`config.mk`:
```
export PLATFORM = sky130hd
export DESIGN_NAME = chipid_arbiter_cache
export DESIGN_NICKNAME = d
export VERILOG_FILES = /design/src/rtl/chipid_arbiter_cache.sv
export SDC_FILE = /design/constraint.sdc
export NUM_CORES = 1
export LEC_CHECK = 0
export ABC_AREA = 1
export BUFFER_PORTS_ARGS = -buffer_cell sky130_fd_sc_hd__buf_2
export CAP_MARGIN = 20
export CELL_PAD_IN_SITES_DETAIL_PLACEMENT = 0
export CELL_PAD_IN_SITES_GLOBAL_PLACEMENT = 1
export CORE_UTILIZATION = 40
export DETAILED_ROUTE_END_ITERATION = 8
export HOLD_SLACK_MARGIN = 0.02
export PLACE_DENSITY_LB_ADDON = 0.1
export RECOVER_POWER = 100
export SLEW_MARGIN = 20
export SYNTH_ARGS = -nofsm -noshare
export SYNTH_HDL_FRONTEND = slang
export SYNTH_SLANG_ARGS = --single-unit
```
`constraint.sdc`:
```
create_clock -name clk -period 4.2 [get_ports clk]
set_input_delay 0.21 -clock clk [delete_from_list [all_inputs] [get_ports clk]]
set_output_delay 0.21 -clock clk [all_outputs]
set_load 0.03 [all_outputs]
```
`src/rtl/chipid_arbiter_cache.sv`:
```
`default_nettype none
// ============================================================================
// Module   : chipid_arbiter_cache
// Purpose  : Acquires a 64-bit chip ID from an external source (reset pulse,
//            wait for valid with timeout) and caches it. Two Avalon-MM read
//            slaves share the cache through a round-robin arbiter.
// Revision : 1.0 - initial release
// ============================================================================
module chipid_arbiter_cache #(
  parameter int SRC_RESET_CYCLES = 4,
  parameter int TIMEOUT_CYCLES   = 1024
) (
  input  logic        clk,
  input  logic        reset,
  input  logic [63:0] src_chip_id,
  input  logic        src_data_valid,
  output logic        src_reset,
  input  logic        refresh,
  input  logic [1:0]  s0_address,
  input  logic        s0_read,
  output logic [31:0] s0_readdata,
  output logic        s0_waitrequest,
  input  logic [1:0]  s1_address,
  input  logic        s1_read,
  output logic [31:0] s1_readdata,
  output logic        s1_waitrequest,
  output logic        id_ready,
  output logic        id_error
);

  localparam logic [7:0]  c_RST_LAST = 8'(SRC_RESET_CYCLES - 1);
  localparam logic [15:0] c_TO_LAST  = 16'(TIMEOUT_CYCLES - 1);

  typedef enum logic [1:0] {
    ST_RST_SRC    = 2'd0,
    ST_WAIT_VALID = 2'd1,
    ST_READY      = 2'd2,
    ST_ERROR      = 2'd3
  } state_t;

  state_t      r_state;
  state_t      w_state_nxt;
  logic [7:0]  r_rst_cnt;
  logic [7:0]  w_rst_cnt_nxt;
  logic [15:0] r_tcnt;
  logic [15:0] w_tcnt_nxt;
  logic [63:0] r_cache;
  logic [63:0] w_cache_nxt;
  logic        r_id_ready;
  logic        r_id_error;
  logic        r_last_s1;   // 1: s1 was granted most recently

  logic        w_id_valid;
  logic        w_elig0;
  logic        w_elig1;
  logic        w_gnt0;
  logic        w_gnt1;

  // Selects the 32-bit word presented at a given register address.
  function automatic logic [31:0] f_rdata(input logic [1:0]  a,
                                          input logic [63:0] cache,
                                          input logic        err,
                                          input logic        rdy);
    logic [31:0] d;
    case (a)
      2'd0:    d = cache[31:0];
      2'd1:    d = cache[63:32];
      2'd2:    d = {30'b0, err, rdy};
      default: d = 32'h0;
    endcase
    return d;
  endfunction

  // State, counters, cache, status flags and arbitration pointer.
  always_ff @(posedge clk or posedge reset) begin
    if (reset) begin
      r_state    <= ST_RST_SRC;
      r_rst_cnt  <= 8'd0;
      r_tcnt     <= 16'd0;
      r_cache    <= 64'd0;
      r_id_ready <= 1'b0;
      r_id_error <= 1'b0;
      r_last_s1  <= 1'b1;
    end else begin
      r_state    <= w_state_nxt;
      r_rst_cnt  <= w_rst_cnt_nxt;
      r_tcnt     <= w_tcnt_nxt;
      r_cache    <= w_cache_nxt;
      r_id_ready <= (w_state_nxt == ST_READY);
      r_id_error <= (w_state_nxt == ST_ERROR);
      if (w_gnt0)
        r_last_s1 <= 1'b0;
      else if (w_gnt1)
        r_last_s1 <= 1'b1;
    end
  end

  // Acquisition sequencing: source reset pulse, wait for valid or timeout.
  always_comb begin
    w_state_nxt   = r_state;
    w_rst_cnt_nxt = r_rst_cnt;
    w_tcnt_nxt    = r_tcnt;
    w_cache_nxt   = r_cache;
    case (r_state)
      ST_RST_SRC: begin
        if (r_rst_cnt == c_RST_LAST) begin
          w_state_nxt   = ST_WAIT_VALID;
          w_rst_cnt_nxt = 8'd0;
          w_tcnt_nxt    = 16'd0;
        end else begin
          w_rst_cnt_nxt = r_rst_cnt + 8'd1;
        end
      end
      ST_WAIT_VALID: begin
        w_tcnt_nxt = r_tcnt + 16'd1;
        // A valid ID wins over a simultaneous timeout.
        if (src_data_valid) begin
          w_cache_nxt = src_chip_id;
          w_state_nxt = ST_READY;
        end else if (r_tcnt == c_TO_LAST) begin
          w_cache_nxt = 64'd0;
          w_state_nxt = ST_ERROR;
        end
      end
      ST_READY, ST_ERROR: begin
        // Re-acquire keeps the old ID cached until a new one arrives.
        if (refresh) begin
          w_state_nxt   = ST_RST_SRC;
          w_rst_cnt_nxt = 8'd0;
        end
      end
      default: w_state_nxt = ST_RST_SRC;
    endcase
  end

  // Round-robin grant among slaves whose read can be answered this cycle.
  always_comb begin
    w_id_valid = (r_state == ST_READY) || (r_state == ST_ERROR);
    w_elig0    = s0_read && (s0_address[1] || w_id_valid);
    w_elig1    = s1_read && (s1_address[1] || w_id_valid);
    w_gnt0     = w_elig0 && (!w_elig1 || r_last_s1);
    w_gnt1     = w_elig1 && (!w_elig0 || !r_last_s1);
  end

  // Slave handshakes; data is driven only to the granted slave.
  always_comb begin
    s0_waitrequest = s0_read && !w_gnt0;
    s1_waitrequest = s1_read && !w_gnt1;
    s0_readdata    = w_gnt0 ? f_rdata(s0_address, r_cache, r_id_error, r_id_ready) : 32'h0;
    s1_readdata    = w_gnt1 ? f_rdata(s1_address, r_cache, r_id_error, r_id_ready) : 32'h0;
  end

  assign src_reset = (r_state == ST_RST_SRC);
  assign id_ready  = r_id_ready;
  assign id_error  = r_id_error;

endmodule
`default_nettype wire

```
# Yosys cells after proc, flatten, opt, wreduce, memory -nomap -nowiden
# Cells that the tools add are included.
# Widths: inputs -> output; s select.
[word_totals] ramBits=0 wordCells=67 register_bits=93 rom_bits=0 in_bits=74 latchBits=0 mem_count=0
[op_classes] multipliers=0 reduce_logical=27 eq_ne=13 muxes=18 n_bitwise=0 order_cmp=0 div=0 n_addsub=2 shifts=0
[ops] op="$pmux 32 s3" n=2
[ops] op="$mux 64" n=2
[ops] op="$mux 32" n=2
[ops] op="$pmux 16 s2" n=1
[ops] op="$add 16x1->16 const B" n=1
[ops] op="$eq 16x10->1 const B" n=1
[ops] op="$mux 16" n=1
[ops] op="$mux 8" n=2
[ops] op="$pmux 8 s2" n=1
[ops] op="$eq 2x2->1 const B" n=6
[ops] op="$add 8x1->8 const B" n=1
[ops] op="$eq 8x2->1 const B" n=1
[ops] op="$mux 2" n=4
[ops] op="$reduce_bool 2->1" n=4
[ops] op="$eq 2x1->1 const B" n=3
[ops] op="$logic_and 1x1->1" n=6
[ops] op="$logic_not 2->1" n=3
[ops] op="$pmux 2 s3" n=1
[ops] op="$reduce_and 2->1" n=3
[ops] op="$logic_not 1->1" n=5
[ops] op="$logic_or 1x1->1" n=5
[ops] op="$mux 1" n=2
[ops] op="$ne 2x1->1 const B" n=1
[ops] op="$ne 2x2->1 const B" n=1
[ops] op="$reduce_or 2->1" n=1

# Logic depth before layout (Yosys ltp)
[depth] word_depth=9 ltp_mapped=11

# Least setup slack after synthesis
# OpenSTA, ideal clock, no wires.
[synth_timing] path_type="flip-flop to output port" start="reg r_state[1]" end="out s1_readdata[10]" required_ps=3990 setup_slack_ps=2505 path_stages_with_launch=7 arrival_time_ps=1485 path_buffers=1 cell_sequence="dfrtp_1 > o21ai_0 > inv_1 > nand2_1 > nand2_1 > buf_2 > nor2_1"
[synth_via] elab_chain_len=8 word_cells_on_any_way=11 classes_between="eq/ne (2); mux (1); reduce/logical (8)"
[synth_rtl] item="from (decl)" line_no="41" text="state_t r_state;"
[synth_rtl] item="from (signal assigned)" line_no="85" text="r_state <= w_state_nxt;"
[synth_rtl] item="$eq 2x2->1" line_no="138" text="w_id_valid = (r_state == ST_READY) || (r_state == ST_ERROR);"
[synth_rtl] item="$logic_or 1x1->1 (*)" line_no="138"
[synth_rtl] item="$logic_or 1x1->1" line_no="139" text="w_elig0 = s0_read && (s0_address[1] || w_id_valid);"
[synth_rtl] item="$logic_and 1x1->1" line_no="139"
[synth_rtl] item="$logic_not 1->1" line_no="142" text="w_gnt1 = w_elig1 && (!w_elig0 || !r_last_s1);"
[synth_rtl] item="$logic_or 1x1->1" line_no="142"
[synth_rtl] item="$logic_and 1x1->1 (*)" line_no="142"
[synth_rtl] item="$mux 32 (*)" line_no="150" text="s1_readdata = w_gnt1 ? f_rdata(s1_address, r_cache, r_id_error, r_id_ready) : 32'h0;"
[synth_rtl] item="to (decl)" line_no="25" text="output logic [31:0] s1_readdata,"
# Mark *: on every way between the ends. The rest lies on a longest branch, timed or not.

# Worst setup path after layout
[layout_timing] start="reg r_state[1]" end="out s0_readdata[1]"
[layout_via] elab_chain_len=8 word_cells_on_any_way=11 classes_between="eq/ne (2); mux (1); reduce/logical (8)"
[layout_rtl] item="$eq 2x2->1" line_no="138"
[layout_rtl] item="$logic_or 1x1->1 (*)" line_no="138"
[layout_rtl] item="$logic_or 1x1->1" line_no="140" text="w_elig1 = s1_read && (s1_address[1] || w_id_valid);"
[layout_rtl] item="$logic_and 1x1->1" line_no="140"
[layout_rtl] item="$logic_not 1->1" line_no="141" text="w_gnt0 = w_elig0 && (!w_elig1 || r_last_s1);"
[layout_rtl] item="$logic_or 1x1->1" line_no="141"
[layout_rtl] item="$logic_and 1x1->1 (*)" line_no="141"
[layout_rtl] item="$mux 32 (*)" line_no="149" text="s0_readdata = w_gnt0 ? f_rdata(s0_address, r_cache, r_id_error, r_id_ready) : 32'h0;"
[layout_rtl] item="to (decl)" line_no="21" text="output logic [31:0] s0_readdata,"
# Marks and branches as above.

==> results.json <==
{
  "grt_usage_pct": 23.36,
  "slew_headroom_pct": -110.5,
  "synth_cells": 807,
  "die_area_um2": 14120,
  "whs_path_depth": 3,
  "max_slew.worst_pin.slew_ps": 3141,
  "fmax_mhz": 348.0,
  "firstDrtPassIters": 5,
  "drv_cap": 2,
  "cp-startpoint": "r_state[1]$_DFF_PP0_",
  "status": "finished with violations",
  "seq_area_frac_synth_pct": 42.64,
  "rsz0062_at_grt": "no",
  "cts_setup_buffers": 0,
  "synth_xor_xnor_area_share_pct": 0.4812,
  "design.core.area_um2": 13300,
  "irDropWorstVdd_mv": 0.2306,
  "cts_tree": "done",
  "worstReg2RegEnd": "id_ready$_DFF_PP0_",
  "grt_pass1_wl_um": 26160,
  "drt-total-wl_um": 15850,
  "power_frac_seq_pct": 39.3,
  "synth-simple-area-share_pct": 30.34,
  "finalCriticalPeriod_ps": 2873,
  "synth.mux.area_fraction_pct": 0,
  "synthAdderAreaFrac_pct": 0.4583,
  "ys_async_sr_fraction_pct": 100.0,
  "grt_antenna_before_repair": 0,
  "min_path_type": "in -> reg",
  "fin_skew_ps": 9.654,
  "yosysUniqueCellTypes": 27,
  "die-width_um": 118.8,
  "die_h_um": 118.8,
  "clock_sinks": 93,
  "post-dp-hpwl_um": 10430,
  "final-setup-viol-count": 0,
  "root_buffer": "clkbuf_16",
  "synth_compound_area_share_pct": 10.49,
  "gp_congestion": 0.8472,
  "intPower_uw": 2122,
  "synth_top_area_share_pct": 42.16,
  "p_clk_share_pct": 21.2,
  "floorplan.initialDensity_pct": 41.07,
  "powerDensity_nw_per_um2": 574.0,
  "clockBufferDepth": 2,
  "path_class": "reg -> out",
  "port_buffers": 142,
  "startpoint_type": "register",
  "reg2reg_setup_slack_ps": 1560,
  "wl_per_cell_um": 14.35,
  "finalCritPeriodShare_pct": 68.41,
  "syn_nets": 883,
  "crit_arrival_ps": 2660,
  "finalMaxSlewViolations": 145,
  "synth_top_family_by_area": "simple AND/OR/NAND/NOR gates",
  "row_count": 42,
  "via_per_inst": 4.954,
  "crit_path_end": "s0_readdata[1]",
  "h-tree-depth": 3,
  "synth_top_cell_by_area": "dfrtp_1",
  "cts_made_buffers": 9,
  "violations": "max-capacitance violations, max-slew violations",
  "p_switching_uw": 1556,
  "clock_latency_ps": 340,
  "grt_max_degree": 74,
  "fin_nets": 999,
  "yosysWarnings": 0,
  "grt_pass1_vias": 5345,
  "synth-seq-cells": 93,
  "switching_share_pct": 42.31,
  "num_vias": 5469,
  "synth_ff_type": "dfrtp_1",
  "route.detailed.drc": 0,
  "required_ps": 3990,
  "drt_iter0_markers": 366,
  "io_pins": 143,
  "r2r_start": "r_tcnt[0]$_DFFE_PP0P_",
  "hold_viol": 0,
  "p_leak_uw": 0.003283,
  "cts_hold_buf": 0,
  "r2r_cells": 8,
  "area_delta_synth_final_pct": 17.35,
  "diodes": 0,
  "netlist_area_um2": 5460,
  "synth_area_leaders": "dfrtp_1 (42%), nand2_1 (13%), inv_1 (11%), nand3_1 (8.5%), o22ai_1 (7.1%)",
  "ant_nets": 0,
  "grt-ovfl-total": 0,
  "finalInstanceArea_um2": 6407,
  "finalSetupTns_ps": 0,
  "cts_resized": 0,
  "finalPower_uw": 3678,
  "cp_max_fo": 32,
  "layout-drive-gt1-share_pct": 10.99,
  "postPlaceCellArea_um2": 6242,
  "avgSynthCellArea_um2": 6.766,
  "synth-edff-count": 0,
  "path_clk_slew_ps": 70,
  "cp-end-kind": "output port",
  "p_comb_share_pct": 39.6
}
power groups by stage:
stage	Sequential [µW]	Clock, µW	Combinational [µW]
floorplan	1420	0	1150
detailed placement	1460	0	1500
finish	1440	778	1450
global placement	1460	0	1450
CTS	1450	793	1500
global route	1490	839	1680
worst max-delay path, stage by stage (launching register included):
cell and delay (ps):
dfrtp_1 490, inv_2 110, a21oi_1 220, a21oi_1 120, inv_1 920, nor2_1 190
clkbuf_1 270
cell type report:
cell class | instances | area, µm²
Inverter | 169 | 635.6
Tap cell | 176 | 220.2
Multi-Input combinational cell | 500 | 2263
Fill cell | 1449 | 6888
Clock buffer | 13 | 260.3
Clock inverter | 3 | 20.02
Sequential cell | 93 | 2328
Timing Repair Buffer | 150 | 679.4
state kept, by name, indices dropped and copies added, names as in the netlist:
register,cells
r_state,2
id_ready,1
r_rst_cnt,8
r_tcnt,16
r_cache,64
r_last_s1,1
id_error,1
through the flow:
step	worst slack, ps	utilization (%)	hold WS [ps]	std cells
4_1_cts	1744	49.06	92.51	1104
2_1_floorplan	1571	-	356.0	807
3_3_place_gp	2088	46.95	441.0	1088
3_5_place_dp	2007	46.95	446.7	1088
5_1_grt	1146	48.19	99.19	1104
6_report	1327	48.19	94.45	1104
cell usage in the layout, fill, tap and decap left out, types with 2 or more instances in the layout:
| cell | netlist | final |
|---|---|---|
| nand2_1 | 192 | 193 |
| inv_1 | 164 | 164 |
| nand3_1 | 93 | 94 |
| nor2_1 | 92 | 94 |
| dfrtp_1 | 92 | 92 |
| buf_2 | 14 | 74 |
| clkbuf_1 | 24 | 71 |
| o22ai_1 | 62 | 62 |
| o21ai_0 | 19 | 20 |
| a21oi_1 | 14 | 14 |
| clkbuf_16 | 0 | 9 |
| nor3_1 | 7 | 7 |
| nand4_1 | 6 | 6 |
| buf_4 | 0 | 6 |
| inv_2 | 3 | 2 |
| clkinv_1 | 2 | 2 |
| xnor2_1 | 2 | 2 |
| o21bai_1 | 2 | 2 |
| or2_2 | 2 | 2 |
| ha_1 | 2 | 2 |
| clkinvlp_4 | 0 | 2 |
| clkbuf_8 | 0 | 2 |
cell families (layout without fill, tap and decap cells):
logic type / Yosys count / count (layout)
adders and majority gates: 2 / 2
xor gates and xnor gates: 3 / 3
buffers and inverters: 214 / 335
DFF: 93 / 93
AOI/OAI and AO/OA: 98 / 98
and+or+nand+nor: 397 / 397
worst min-delay path by stage:
stage,startpoint,end
after floorplan,src_chip_id[34],r_cache[34]$_DFFE_PP0P_
after global placement,src_chip_id[29],r_cache[29]$_DFFE_PP0P_
after detailed placement,src_chip_id[62],r_cache[62]$_DFFE_PP0P_
after CTS,src_chip_id[29],r_cache[29]$_DFFE_PP0P_
after global routing,src_chip_id[32],r_cache[32]$_DFFE_PP0P_
final,src_chip_id[29],r_cache[29]$_DFFE_PP0P_
routing by layer:
metal  part of all wire [%]  vias to the layer above  global-route usage (%)
li1                       -                     2741                       -
met1                     47                     2559                   30.52
met2                     47                      156                   40.02
met3                    4.9                       13                   4.262
met4                    1.0                        0                   5.538
met5                      0                        -                       0
cell usage after synthesis (2+ instances only):
cell type	n
a21oi_1	14
nand2_1	192
ha_1	2
nor3_1	7
inv_2	3
clkbuf_1	24
xnor2_1	2
nand3_1	93
o22ai_1	62
buf_6	4
o21bai_1	2
clkinv_1	2
nor2_1	92
or2_2	2
buf_1	3
buf_2	14
nand4_1	6
nand2_2	2
inv_1	164
o21ai_0	19
dfrtp_1	92
Note: power is estimated with default switching activity, not from simulation.
